[src/rtl/audio_pkg.sv]
// -----------------------------------------------------------------------------
// audio_pkg
// Shared audio definitions for the I2S playback and capture paths.
//   AUDIO_SAMPLE_W  : width of one PCM sample
//   I2S_SLOT_W      : BCK periods per channel slot
//   I2S_FRAME_BITS  : BCK periods per stereo frame
//   stereo_sample_t : one left/right sample pair
//   nco_increment() : phase increment for an NCO that must tick 128 times per
//                     sample period (two BCK edges per bit, 64 bits per frame)
// -----------------------------------------------------------------------------
package audio_pkg;

    localparam int AUDIO_SAMPLE_W = 16;
    localparam int I2S_SLOT_W     = 32;
    localparam int I2S_FRAME_BITS = 64;

    typedef struct packed {
        logic [AUDIO_SAMPLE_W-1:0] l;
        logic [AUDIO_SAMPLE_W-1:0] r;
    } stereo_sample_t;

    // round(2^acc_w * 128 * sample_rate / clk_hz); the << 7 is the factor 128.
    function automatic logic [63:0] nco_increment(
        input longint unsigned clk_hz,
        input longint unsigned sample_rate,
        input int unsigned     acc_w
    );
        logic [127:0] num;
        logic [127:0] quo;
        num = ((128'd1 << acc_w) * 128'(sample_rate)) << 7;
        num = num + 128'(clk_hz >> 1);
        quo = num / 128'(clk_hz);
        return quo[63:0];
    endfunction

endpackage

[src/rtl/stereo_fifo.sv]
// -----------------------------------------------------------------------------
// stereo_fifo
// Synchronous FIFO of stereo sample pairs, async active-high reset.
//   i_clk, i_rst      : clock, asynchronous reset
//   i_push, i_din     : write request and data (ignored while full)
//   i_pop             : read request (ignored while empty)
//   o_dout            : head entry, valid while !o_empty
//   o_full, o_empty   : status from the registered occupancy count
// DEPTH must be a power of two so the pointers wrap by plain overflow.
// -----------------------------------------------------------------------------
module stereo_fifo
    import audio_pkg::*;
#(
    parameter int DEPTH = 4
) (
    input  logic           i_clk,
    input  logic           i_rst,
    input  logic           i_push,
    input  stereo_sample_t i_din,
    input  logic           i_pop,
    output stereo_sample_t o_dout,
    output logic           o_full,
    output logic           o_empty
);

    localparam int AW = (DEPTH > 1) ? $clog2(DEPTH) : 1;

    stereo_sample_t r_mem [DEPTH];
    logic [AW-1:0]  r_wr_ptr;
    logic [AW-1:0]  r_rd_ptr;
    logic [AW:0]    r_count;
    logic           w_do_push;
    logic           w_do_pop;

    // Status flags, gated requests and head-of-queue read.
    always_comb begin
        o_full    = (r_count == (AW+1)'(DEPTH));
        o_empty   = (r_count == '0);
        w_do_push = i_push & ~o_full;
        w_do_pop  = i_pop & ~o_empty;
        o_dout    = r_mem[r_rd_ptr];
    end

    // Pointers and occupancy; simultaneous push and pop leaves the count alone.
    always_ff @(posedge i_clk or posedge i_rst) begin
        if (i_rst) begin
            r_wr_ptr <= '0;
            r_rd_ptr <= '0;
            r_count  <= '0;
        end else begin
            if (w_do_push) begin
                r_wr_ptr <= r_wr_ptr + AW'(32'd1);
            end
            if (w_do_pop) begin
                r_rd_ptr <= r_rd_ptr + AW'(32'd1);
            end
            case ({w_do_push, w_do_pop})
                2'b10:   r_count <= r_count + (AW+1)'(32'd1);
                2'b01:   r_count <= r_count - (AW+1)'(32'd1);
                default: r_count <= r_count;
            endcase
        end
    end

    // Storage array; contents are only observed through valid occupancy.
    always_ff @(posedge i_clk) begin
        if (w_do_push) begin
            r_mem[r_wr_ptr] <= i_din;
        end
    end

endmodule

[src/rtl/i2s_tx.sv]
// -----------------------------------------------------------------------------
// i2s_tx
// Stereo Philips-I2S master transmitter. Sample pairs are queued in a small
// FIFO; an NCO derives BCK/LRCK from sys_clk and a 64-bit frame serializer
// shifts the pair out MSB first. An empty FIFO at frame start mutes the frame
// and sets the sticky underrun flag.
//   sys_clk, sys_rst          : clock, asynchronous active-high reset
//   enable                    : run the serializer; low holds outputs idle
//   s_valid, s_ready          : sample-pair handshake (s_ready = FIFO not full)
//   s_left, s_right           : 16-bit two's complement samples
//   clear_underrun            : synchronous clear of underrun
//   i2s_bck, i2s_lrck, i2s_dout : I2S bus to the DAC
//   underrun                  : sticky, a frame started with the FIFO empty
// -----------------------------------------------------------------------------
module i2s_tx
    import audio_pkg::*;
#(
    parameter int CLK_HZ      = 50_000_000,
    parameter int SAMPLE_RATE = 48000,
    parameter int FIFO_DEPTH  = 4,
    parameter int ACC_W       = 32
) (
    input  logic                      sys_clk,
    input  logic                      sys_rst,
    input  logic                      enable,
    input  logic                      s_valid,
    output logic                      s_ready,
    input  logic [AUDIO_SAMPLE_W-1:0] s_left,
    input  logic [AUDIO_SAMPLE_W-1:0] s_right,
    input  logic                      clear_underrun,
    output logic                      i2s_bck,
    output logic                      i2s_lrck,
    output logic                      i2s_dout,
    output logic                      underrun
);

    localparam logic [63:0]      INC_FULL = nco_increment(64'(CLK_HZ), 64'(SAMPLE_RATE), ACC_W);
    localparam logic [ACC_W-1:0] INC      = INC_FULL[ACC_W-1:0];

    logic [ACC_W-1:0] r_acc;
    logic             r_bck;
    logic             r_lrck;
    logic             r_dout;
    logic             r_underrun;
    logic [5:0]       r_bit_cnt;
    stereo_sample_t   r_shadow;

    logic [ACC_W:0]   w_sum;
    logic             w_tick;
    logic             w_fall;
    logic [5:0]       w_bit_cnt_next;
    logic [5:0]       w_slot;
    logic [15:0]      w_word;
    logic             w_bit;
    logic             w_pop;
    logic             w_push;
    stereo_sample_t   w_push_data;
    stereo_sample_t   w_fifo_dout;
    logic             w_fifo_full;
    logic             w_fifo_empty;

    // NCO carry, bit-slot decode and FIFO strobes.
    always_comb begin
        w_sum          = {1'b0, r_acc} + {1'b0, INC};
        w_tick         = enable & w_sum[ACC_W];
        w_fall         = w_tick & r_bck;
        w_bit_cnt_next = r_bit_cnt + 6'd1;
        // The bit emitted for bit_cnt_next belongs to slot bit_cnt_next-1,
        // which is simply the current count: this gives the one-BCK Philips delay.
        w_slot         = r_bit_cnt;
        w_word         = w_slot[5] ? r_shadow.r : r_shadow.l;
        if (w_slot[4] == 1'b0) begin
            w_bit = w_word[4'd15 - w_slot[3:0]];
        end else begin
            w_bit = 1'b0;
        end
        w_pop          = w_fall & (w_bit_cnt_next == 6'd0);
        w_push         = s_valid & ~w_fifo_full;
        w_push_data.l  = s_left;
        w_push_data.r  = s_right;
    end

    // NCO, bit clock, frame counter and serial outputs.
    always_ff @(posedge sys_clk or posedge sys_rst) begin
        if (sys_rst) begin
            r_acc     <= '0;
            r_bck     <= 1'b0;
            r_lrck    <= 1'b0;
            r_dout    <= 1'b0;
            r_bit_cnt <= 6'd63;
        end else if (!enable) begin
            // Idle: parked so the next tick is a rising edge and the first
            // falling edge wraps bit_cnt to 0, starting a fresh frame.
            r_acc     <= '0;
            r_bck     <= 1'b0;
            r_lrck    <= 1'b0;
            r_dout    <= 1'b0;
            r_bit_cnt <= 6'd63;
        end else begin
            r_acc <= w_sum[ACC_W-1:0];
            if (w_tick) begin
                r_bck <= ~r_bck;
                if (r_bck) begin
                    r_bit_cnt <= w_bit_cnt_next;
                    r_lrck    <= w_bit_cnt_next[5];
                    r_dout    <= w_bit;
                end
            end
        end
    end

    // Frame shadow load and sticky underrun; a new underrun beats a clear.
    always_ff @(posedge sys_clk or posedge sys_rst) begin
        if (sys_rst) begin
            r_shadow   <= '0;
            r_underrun <= 1'b0;
        end else begin
            if (w_pop) begin
                r_shadow <= w_fifo_empty ? '0 : w_fifo_dout;
            end
            if (w_pop && w_fifo_empty) begin
                r_underrun <= 1'b1;
            end else if (clear_underrun) begin
                r_underrun <= 1'b0;
            end
        end
    end

    stereo_fifo #(
        .DEPTH (FIFO_DEPTH)
    ) u_fifo (
        .i_clk   (sys_clk),
        .i_rst   (sys_rst),
        .i_push  (w_push),
        .i_din   (w_push_data),
        .i_pop   (w_pop),
        .o_dout  (w_fifo_dout),
        .o_full  (w_fifo_full),
        .o_empty (w_fifo_empty)
    );

    assign s_ready  = ~w_fifo_full;
    assign i2s_bck  = r_bck;
    assign i2s_lrck = r_lrck;
    assign i2s_dout = r_dout;
    assign underrun = r_underrun;

endmodule

[config.mk]
export PLATFORM = sky130hd
export DESIGN_NAME = i2s_tx
export DESIGN_NICKNAME = d
export VERILOG_FILES = /design/src/rtl/audio_pkg.sv /design/src/rtl/stereo_fifo.sv /design/src/rtl/i2s_tx.sv
export SDC_FILE = /design/constraint.sdc
export NUM_CORES = 1
export LEC_CHECK = 0
export BUFFER_PORTS_ARGS = -buffer_cell sky130_fd_sc_hd__buf_2
export CAP_MARGIN = 25
export CORE_ASPECT_RATIO = 1.1
export CORE_MARGIN = 2
export CORE_UTILIZATION = 50
export DETAILED_ROUTE_END_ITERATION = 8
export PLACE_DENSITY = 0.79
export SETUP_SLACK_MARGIN = 0.2
export SLEW_MARGIN = 20
export SYNTH_ARGS = -nofsm -noshare
export SYNTH_HDL_FRONTEND = slang
export SYNTH_SLANG_ARGS = --single-unit
[constraint.sdc]
create_clock -name sys_clk -period 3.4 [get_ports sys_clk]
set_clock_uncertainty 0.2 [all_clocks]
set_input_delay 0.34 -clock sys_clk [delete_from_list [all_inputs] [get_ports sys_clk]]
set_output_delay 0.34 -clock sys_clk [all_outputs]
set_load 0.01 [all_outputs]
Yosys cells after proc, flatten, opt, wreduce, memory -nomap -nowiden
Memory sizes are Yosys's and may differ from the RTL's.
Index checks and enable logic that the tools add are counted.
Storage, ports and cells
  register bits after elaboration: 81
  output and inout port bits: 5
  bits of input ports: 37
  memories kept: 1
  memory bits (writable): 128
Memories
  u_fifo.r_mem: depth 4, bits a word 32, rd ports 1, clocked after memory_dff 0, write ports 1, line stereo_fifo.sv:28  | stereo_sample_t r_mem [DEPTH];
Cells by class
  order comparisons: 1
  equal/unequal tests: 5
  bitwise logic cells: 9
  add/sub/neg operators: 7
  muxes and demuxes: 22
  reduce and logical (&&, ||, !) cells: 6
Operator list (number)
  32-bit 2-to-1 mux: 2
  32-bit by 29-bit adder with 33-bit output, second input constant: 1
  6-bit 2-to-1 mux: 3
  16-bit 2-to-1 mux: 1
  1-bit 2-to-1 mux: 14
  6-bit by 1-bit adder with 6-bit output, second input constant: 1
  1-bit AND: 6
  6-bit zero test: 1
  3-bit one-hot mux with 2 select lines: 1
  4-bit by 5-bit < comparator with 1-bit output, second input constant: 1
  2-bit by 1-bit adder with 2-bit output, second input constant: 2
  1-bit binary-select mux with 4-bit select: 1
  2-bit by 1-bit inequality test with 1-bit output, second input constant: 2
  2-bit nonzero test: 2
  4-bit subtractor, first input constant: 1
  3-bit by 1-bit adder with 3-bit output, second input constant: 1
  3-bit equality test, second input constant: 1
  3-bit zero test: 1
  1-bit inverter: 3
  3-bit by 1-bit subtractor with 3-bit output, second input constant: 1
  2-bit by 1-bit equality test with 1-bit output, second input constant: 1
  2-bit equality test, second input constant: 1
  2-bit AND reduction: 1
  1-bit logical AND: 1

Logic depth before layout (Yosys ltp)
Gate-level depths: netlist of run 1.
  depth in word-level cells: 7
  gate-level depth with buffers: 13
  depth with buffers taken out: 12

Modules after synthesis
Synthesis of run 1 repeated with hierarchy kept, for this count alone.
Unflattened totals
  cell total of the unflattened synthesis: 602
  area total of the unflattened synthesis: 9203.8 µm²
Modules (own cells, without submodules)
  stereo_fifo: cells each 206, area an instance 5094.9 µm², times used 1
  i2s_tx: cells each 396, area an instance 4108.9 µm², times used 1

Worst setup path before layout of run 1
OpenSTA, ideal clock, no wires.
  path type: register to register
  start point: reg r_bit_cnt[1]
  end point: reg u_fifo.r_count[2]
  buffers on the path: 1
  setup slack: 0.187 ns
  data required time: 3.121 ns
  arrival: 2.934 ns
  clock period less this slack: 3.213 ns
  stages on the path, launching flop included: 13
  setup time: 0.079 ns
  cells stage by stage: dfstp_2 > clkbuf_1 > nand4_1 > a21oi_1 > a21oi_1 > or4_1 > nor4_4 > ha_1 > inv_1 > fa_1 > xor2_1 > nor2_1 > xor2_1
Between the ends
  longest elaborated chain between the ends: 6
  elaborated cells on any way between the ends: 8
  those cells by class: add/sub: 1; eq/ne: 2; mux: 1; bitwise: 2; reduce/logical: 2
Ends and longest elaborated chain
  start: declaration: line i2s_tx.sv:45  | logic [5:0] r_bit_cnt;
  start signal: assignment: line i2s_tx.sv:104  | r_bit_cnt <= w_bit_cnt_next;
  6-bit by 1-bit adder with 6-bit output *: line i2s_tx.sv:67  | w_bit_cnt_next = r_bit_cnt + 6'd1;
  6-bit zero test *: line i2s_tx.sv:77  | w_pop = w_fall & (w_bit_cnt_next == 6'd0);
  1-bit AND *: line i2s_tx.sv:77
  1-bit AND *: line stereo_fifo.sv:40  | w_do_pop = i_pop & ~o_empty;
  via u_fifo.w_do_pop: line stereo_fifo.sv:33  | logic w_do_pop;
  2-bit by 1-bit equality test with 1-bit output / 2-bit equality test (equally long branches): line stereo_fifo.sv:57  | case ({w_do_push, w_do_pop})
  3-bit one-hot mux with 2 select lines / 2-bit nonzero test (equally long branches)
  end signal: assignment: line stereo_fifo.sv:58  | 2'b10: r_count <= r_count + (AW+1)'(32'd1);
  end signal: assignment: line stereo_fifo.sv:59  | 2'b01: r_count <= r_count - (AW+1)'(32'd1);
  end signal: assignment: line stereo_fifo.sv:60  | default: r_count <= r_count;
  end: declaration: line stereo_fifo.sv:31  | logic [AW:0] r_count;
The timed path passes the listed nets; every way through them passes the cells marked *.
A chain may end at the register's enable or synchronous reset.

Final worst setup path of run 1
  start point: reg r_bit_cnt[4]
  end point: reg u_fifo.r_count[2]
The elaborated chain is that of the path after synthesis.

==> results.toml, run 1 <==
[timing]
relSlewSlack = 0.590
maxSlewViolCount = 0
finalCriticalPeriod_ps = 3220
fin_setup_tns_ps = 0
holdWs_ps = 75.8
setup_viol = 0
setup_slack_ps = 177
fin_crit_sh = 0.948
worst_pin_slew_ps = 614
rsz0062_at_grt = "yes"
fmax_mhz = 310
hold_violations = 0

[critical_path]
worst-path-buf-inv = 1
path_common_cell = "xor2_1"
path_class = "reg -> reg"
crit_family = "simple AND/OR/NAND/NOR gates"
crit_required_ps = 3620
rr_worst_depth = 11
cp-end-kind = "register"
critPathSlowestCell = "dfstp_2"
crit_path_cell_trace = "and3_4, nand3_4, xnor2_2, or4_4, nor4_4, ha_2, inv_1, fa_2, xor2_1, nor2_1, xor2_1"
arrival_ps = 3440
crit_path_max_fanout = 6
slowest_delay_ps = 580
r2r-end = "u_fifo.r_count[2]"
rrSetupSlack_ps = 180
start_kind = "register"
r2r-start = "r_bit_cnt[4]"

[synth]
syn-num-nets = 610
syn_inst = 564
synth_top_area_frac = 0.427
synth-edff-count = 128
synth_commonest_cells = "128 x edfxtp_1, 75 x dfrtp_1, 39 x mux4_2"
synthTopCellsByArea = "edfxtp_1 43%, dfrtp_1 21%, mux4_2 9.8%"
syn_area_per_cell_um2 = 16.0
synth.most_common_cell = "edfxtp_1"
ys_types = 58
synth-warning-count = 0
yosys.area.top_type = "edfxtp_1"
synthFlopType = "edfxtp_1"
ys_ff_latch = 209
ys_async_sr_fraction = 0.388
ys_seq_area_frac = 0.653
synth_area_um2 = 9000

[min_path]
min_path_cells = 3
hold-path-endpoint = "u_fifo.r_wr_ptr[0]"
min_from = "s_valid"
hold_class = "in -> reg"

[die]
io_pins = 42
num_rows = 51
dieArea_um2 = 19100
start_util = 0.509
coreArea_um2 = 17700
die_x_um = 132
die_h_um = 145

[clock_tree]
cts.sinks = 209
cts_inserted_buffers = 23
tritoncts = "done"
clockBufferDepth = 3
clk_pin_slew_ps = 60
clock_latency_ps = 510
cts-root-buf = "clkbuf_16"
htree_levels = 1

[routing]
via_per_inst = 5.65
drtIter0Drc = 296
drt_first_pass_iters = 4
drc = 0
ant_nets = 0
drt-total-wl_um = 17600
vias = 5188
wl_per_cell_um = 19.2

[placed_design]
portBuffers = 41
place_inst = 829
dp_slack_ps = 73.3
dpl_cell_area_um2 = 9510
dp_hpwl_um = 10400
gp_congestion = 0.814

[flow_run]
drv_cap = 0

[power_and_ir_drop]
pwr-share-seq = 0.496
intPower_mw = 4.93
clkPwrFrac = 0.345
p_total_mw = 6.73
ir_drop_mv = 0.434
leakagePower_nw = 4.21
switching_power_mw = 1.80
combPwrFrac = 0.159
p_sw_frac = 0.267
p_per_area_nw_per_um2 = 628

[global_route]
antenna_found_initial = 0
track_usage = 0.190
grt_pass1_vias = 5486
grt_start_max_net_pins = 45
overflow = 0
grt_pass1_wl_um = 28600

[outcome]
status = "completed"

[cells_and_area]
area_growth_syn_to_layout_pct = 19.1
nFillCells = 1276
num-nets-final = 710
layout.cells.non_filler = 919
final_core_util = 0.606
final_area_um2 = 10700
num_antenna_cells = 0
drive_above_1_share = 0.295
-- placed cells by master (no fill, tap or decap), types with 3 or more instances in the layout --
master / n
o21ai_0: 8
ha_1: 6
o31ai_1: 4
nand2_1: 15
nor2_1: 10
edfxtp_1: 128
nand3_1: 14
a21o_1: 7
mux2i_1: 6
xor2_1: 15
buf_4: 25
or3_1: 5
inv_1: 11
dlygate4sd3_1: 34
nor4_1: 3
a21oi_1: 5
clkbuf_1: 4
nor2b_1: 37
and2_1: 24
xnor2_1: 11
a21oi_2: 3
clkbuf_16: 23
or4_1: 5
clkinv_1: 4
nand2b_1: 6
a21boi_0: 6
clkinv_2: 7
o211ai_1: 3
mux2_2: 32
mux4_2: 39
nand4_1: 5
and3_1: 8
dfstp_2: 6
buf_2: 41
dfrtp_1: 73
-- flip-flops by register name, indices dropped and copies added, names as in the netlist, 2 cells and up --
register,flops
u_fifo.r_mem,128
r_acc,32
u_fifo.r_count,3
u_fifo.r_wr_ptr,2
r_bit_cnt,6
r_shadow,32
u_fifo.r_rd_ptr,2
-- worst reg2reg max path, stage by stage (launching register included) --
cell	delay [ps]
dfstp_2	580
and3_4	210
nand3_4	90
xnor2_2	150
or4_4	510
nor4_4	330
ha_2	230
inv_1	50
fa_2	330
xor2_1	150
nor2_1	160
xor2_1	160
-- cell type report --
cell class | count | area, µm² | share of cell area
timing repair buffer | 103 | 786 | 0.0733
sequential | 209 | 5880 | 0.549
clock inverter | 14 | 104 | 0.00969
tap | 238 | 298 | 0.0278
clock buffer | 28 | 604 | 0.0564
multi-input combinational | 315 | 3000 | 0.280
inverter | 12 | 46.3 | 0.00432
-- layer usage --
metal	part of all wire	global-route usage
met1	0.41	0.235
met2	0.53	0.345
met3	0.030	0.0293
met4	0.031	0.0686
met5	0	0
-- how the worst max path moves through the flow --
| stage | to | slack [ps] | cells past startpoint | startpoint |
|---|---|---|---|---|
| 6_report | u_fifo.r_count[2] | 180 | 11 | r_bit_cnt[4] |
| 5_1_grt | u_fifo.r_count[2] | 70 | 11 | r_bit_cnt[4] |
| 4_1_cts | u_fifo.r_count[2] | 250 | 11 | r_acc[14] |
| 3_5_place_dp | u_fifo.r_count[2] | 70 | 11 | r_bit_cnt[3] |
| 3_3_place_gp | u_fifo.r_count[2] | 180 | 11 | r_bit_cnt[3] |
| 2_1_floorplan | u_fifo.r_count[2] | 210 | 12 | r_bit_cnt[0] |
-- power by group through the flow --
stage | combinational, mW | clock (mW) | sequential, mW
floorplan | 0.736 | 0 | 3.31
detailed placement | 1.03 | 0 | 3.38
global route | 1.19 | 2.48 | 3.37
finish | 1.07 | 2.32 | 3.34
CTS | 1.08 | 2.37 | 3.33
global placement | 0.987 | 0 | 3.34
-- cells by family (layout without fill, tap and decap cells) --
logic type / Yosys count / count (layout) / share of synthesized area
muxes: 77 / 77 / 0.144
AOI/OAI and AO/OA: 54 / 54 / 0.0446
adders and majority gates: 9 / 9 / 0.0133
and+or+nand+nor: 148 / 148 / 0.0990
DFF: 209 / 209 / 0.653
xor gates and xnor gates: 27 / 27 / 0.0263
buffers and inverters: 40 / 157 / 0.0193
-- repair_timing --
| item | in CTS | in global routing |
|---|---|---|
| pin swaps | 3 | 8 |
| buffers inserted | 8 | 6 |
| hold buffers | 34 | 0 |
| cloned | 0 | 0 |
| resized for setup | 4 | 7 |
| hold endpoints to repair | 154 | 0 |
| endpoints found under the setup margin | 1 | 1 |
No activity file was read; power rests on OpenSTA's default activity.
==> run 2: changes to the inputs <==
--- a/config.mk
+++ b/config.mk
@@ -9,9 +9,9 @@
 export CAP_MARGIN = 25
 export CORE_ASPECT_RATIO = 1.1
 export CORE_MARGIN = 2
-export CORE_UTILIZATION = 50
+export CORE_UTILIZATION = 45
 export DETAILED_ROUTE_END_ITERATION = 8
-export PLACE_DENSITY = 0.79
+export PLACE_DENSITY = 0.73
 export SETUP_SLACK_MARGIN = 0.2
 export SLEW_MARGIN = 20
 export SYNTH_ARGS = -nofsm -noshare
==> run 2 against run 1 <==
Net effect: largest cell class unchanged; sequential cell count unchanged; largest power group unchanged; sequential power is essentially flat; core utilization is 5.7 points lower; critical path type unchanged; global-route usage shrank 3.0 points; register-to-register slack hardly changed; setup slack lost 4.8 ps.
==> results.toml, run 2 (synthesized netlist as in run 1, its figures left out) <==
[routing]
drc = 0
drt_first_pass_iters = 5
via_per_inst = 5.45
ant_nets = 0
drt-total-wl_um = 16800
vias = 5083
wl_per_cell_um = 18.0
drtIter0Drc = 266

[critical_path]
crit_path_max_fanout = 6
crit_required_ps = 3620
arrival_ps = 3450
crit_path_start = "r_bit_cnt[4]"
path_class = "reg -> reg"
start_kind = "register"
r2r-start = "r_bit_cnt[4]"
cp-end-kind = "register"

[placed_design]
dp_slack_ps = 20.5
dp_hpwl_um = 10300
gp_congestion = 0.808
portBuffers = 41

[power_and_ir_drop]
combPwrFrac = 0.153
clkPwrFrac = 0.369
intPower_mw = 5.18
leakagePower_nw = 4.24
ir_drop_mv = 0.497
switching_power_mw = 1.79
p_sw_frac = 0.257
pwr-share-seq = 0.478
p_per_area_nw_per_um2 = 644

[timing]
setup_slack_ps = 172
maxSlewViolCount = 0
fmax_mhz = 310
fin_crit_sh = 0.949
setup_viol = 0
worst_pin_slew_ps = 516
relSlewSlack = 0.647
finalCriticalPeriod_ps = 3230
hold_violations = 0
rsz0062_at_grt = "yes"
fin_setup_tns_ps = 0

[cells_and_area]
seq_area_um2 = 5880
top_regs = "u_fifo.r_mem (128), r_acc (32), r_shadow (32)"
drive_above_1_share = 0.298
multi_input_comb_area_um2 = 3000
num-nets-final = 710
regMostFlops = "u_fifo.r_mem"
largest_register_ffs = 128
area_growth_syn_to_layout_pct = 20.4
final_common_cell = "edfxtp_1"
final_cell_mix = "128 x edfxtp_1, 72 x dfrtp_1, 41 x buf_2"
num_antenna_cells = 0
nFillCells = 1528

[global_route]
track_usage = 0.160
antenna_found_initial = 0
grt_pass1_vias = 5415
grt_start_max_net_pins = 53
grt_pass1_wl_um = 27600
overflow = 0

[min_path]
min_from = "s_valid"
hold_class = "in -> reg"

[clock_tree]
cts.sinks = 209
tritoncts = "done"
cts_inserted_buffers = 23
clk_pin_slew_ps = 60
clock_latency_ps = 510
clockBufferDepth = 3
cts-root-buf = "clkbuf_16"
htree_levels = 1

[die]
num_rows = 54
dieArea_um2 = 21100
die_h_um = 152
die_x_um = 139
start_util = 0.456
coreArea_um2 = 19700
io_pins = 42

[flow_run]
drv_cap = 0

[outcome]
status = "completed"
-- run 2: final cells by class --
type | count | area share
timing repair buffer | 103 | 0.0718
clock buffer | 33 | 0.0612
sequential | 209 | 0.543
tap | 252 | 0.0291
inverter | 12 | 0.00427
multi-input combinational | 315 | 0.277
clock inverter | 9 | 0.0134
-- run 2: worst max-delay path, stage by stage (launching register included) --
cell     delay, ps
dfstp_2        580
and3_4         210
nand3_4         90
xnor2_2        150
or4_4          500
nor4_4         330
ha_2           220
inv_1           60
fa_2           340
xor2_1         140
nor2_1         130
xor2_1         170
-- run 2: power groups by stage --
stage               registers [mW]  logic [mW]  clock network, mW
floorplan                     3.31       0.736                  0
global placement              3.34       0.995                  0
detailed placement            3.38        1.04                  0
CTS                           3.33        1.08               2.63
global route                  3.37        1.18               2.73
finish                        3.33        1.07               2.57
-- run 2: worst paths after layout --
kind                                       to  slack, ps  depth (start not counted)
min in group asynchronous           r_acc[21]        110                          3
hold / removal             u_fifo.r_wr_ptr[0]        100                          3
setup / recovery            u_fifo.r_count[2]        170                         11
hold reg to reg                      r_acc[0]        290                          1
setup reg to reg            u_fifo.r_count[2]        170                         11
max in group asynchronous        r_bit_cnt[0]       2080                          5
-- run 2: metrics by stage --
step                power [mW]  std cells  instance area, µm²  hold slack (ps)   util
floorplan                 4.05        564                9000              239      -
global placement          4.34        843                9520              264  0.482
detailed placement        4.42        843                9520              280  0.482
CTS                       7.04        926               10700             76.3  0.544
global route              7.28        933               10800             95.4  0.549
finish                    6.97        933               10800             99.7  0.549
-- run 2: timing repair --
action	in CTS	in global routing
setup endpoints to repair	1	3
pin swaps	3	5
setup buffers	7	6
hold endpoints to repair	179	0
gates cloned	0	0
hold buffers	34	0
resized for setup	2	9
-- run 2: metal layers --
metal	wire [µm]	vias to the layer above	global-route usage
met1	7100	2634	0.204
met5	0	-	0
met2	8850	83	0.287
met3	476	28	0.0258
li1	-	2338	-
met4	328	0	0.0414
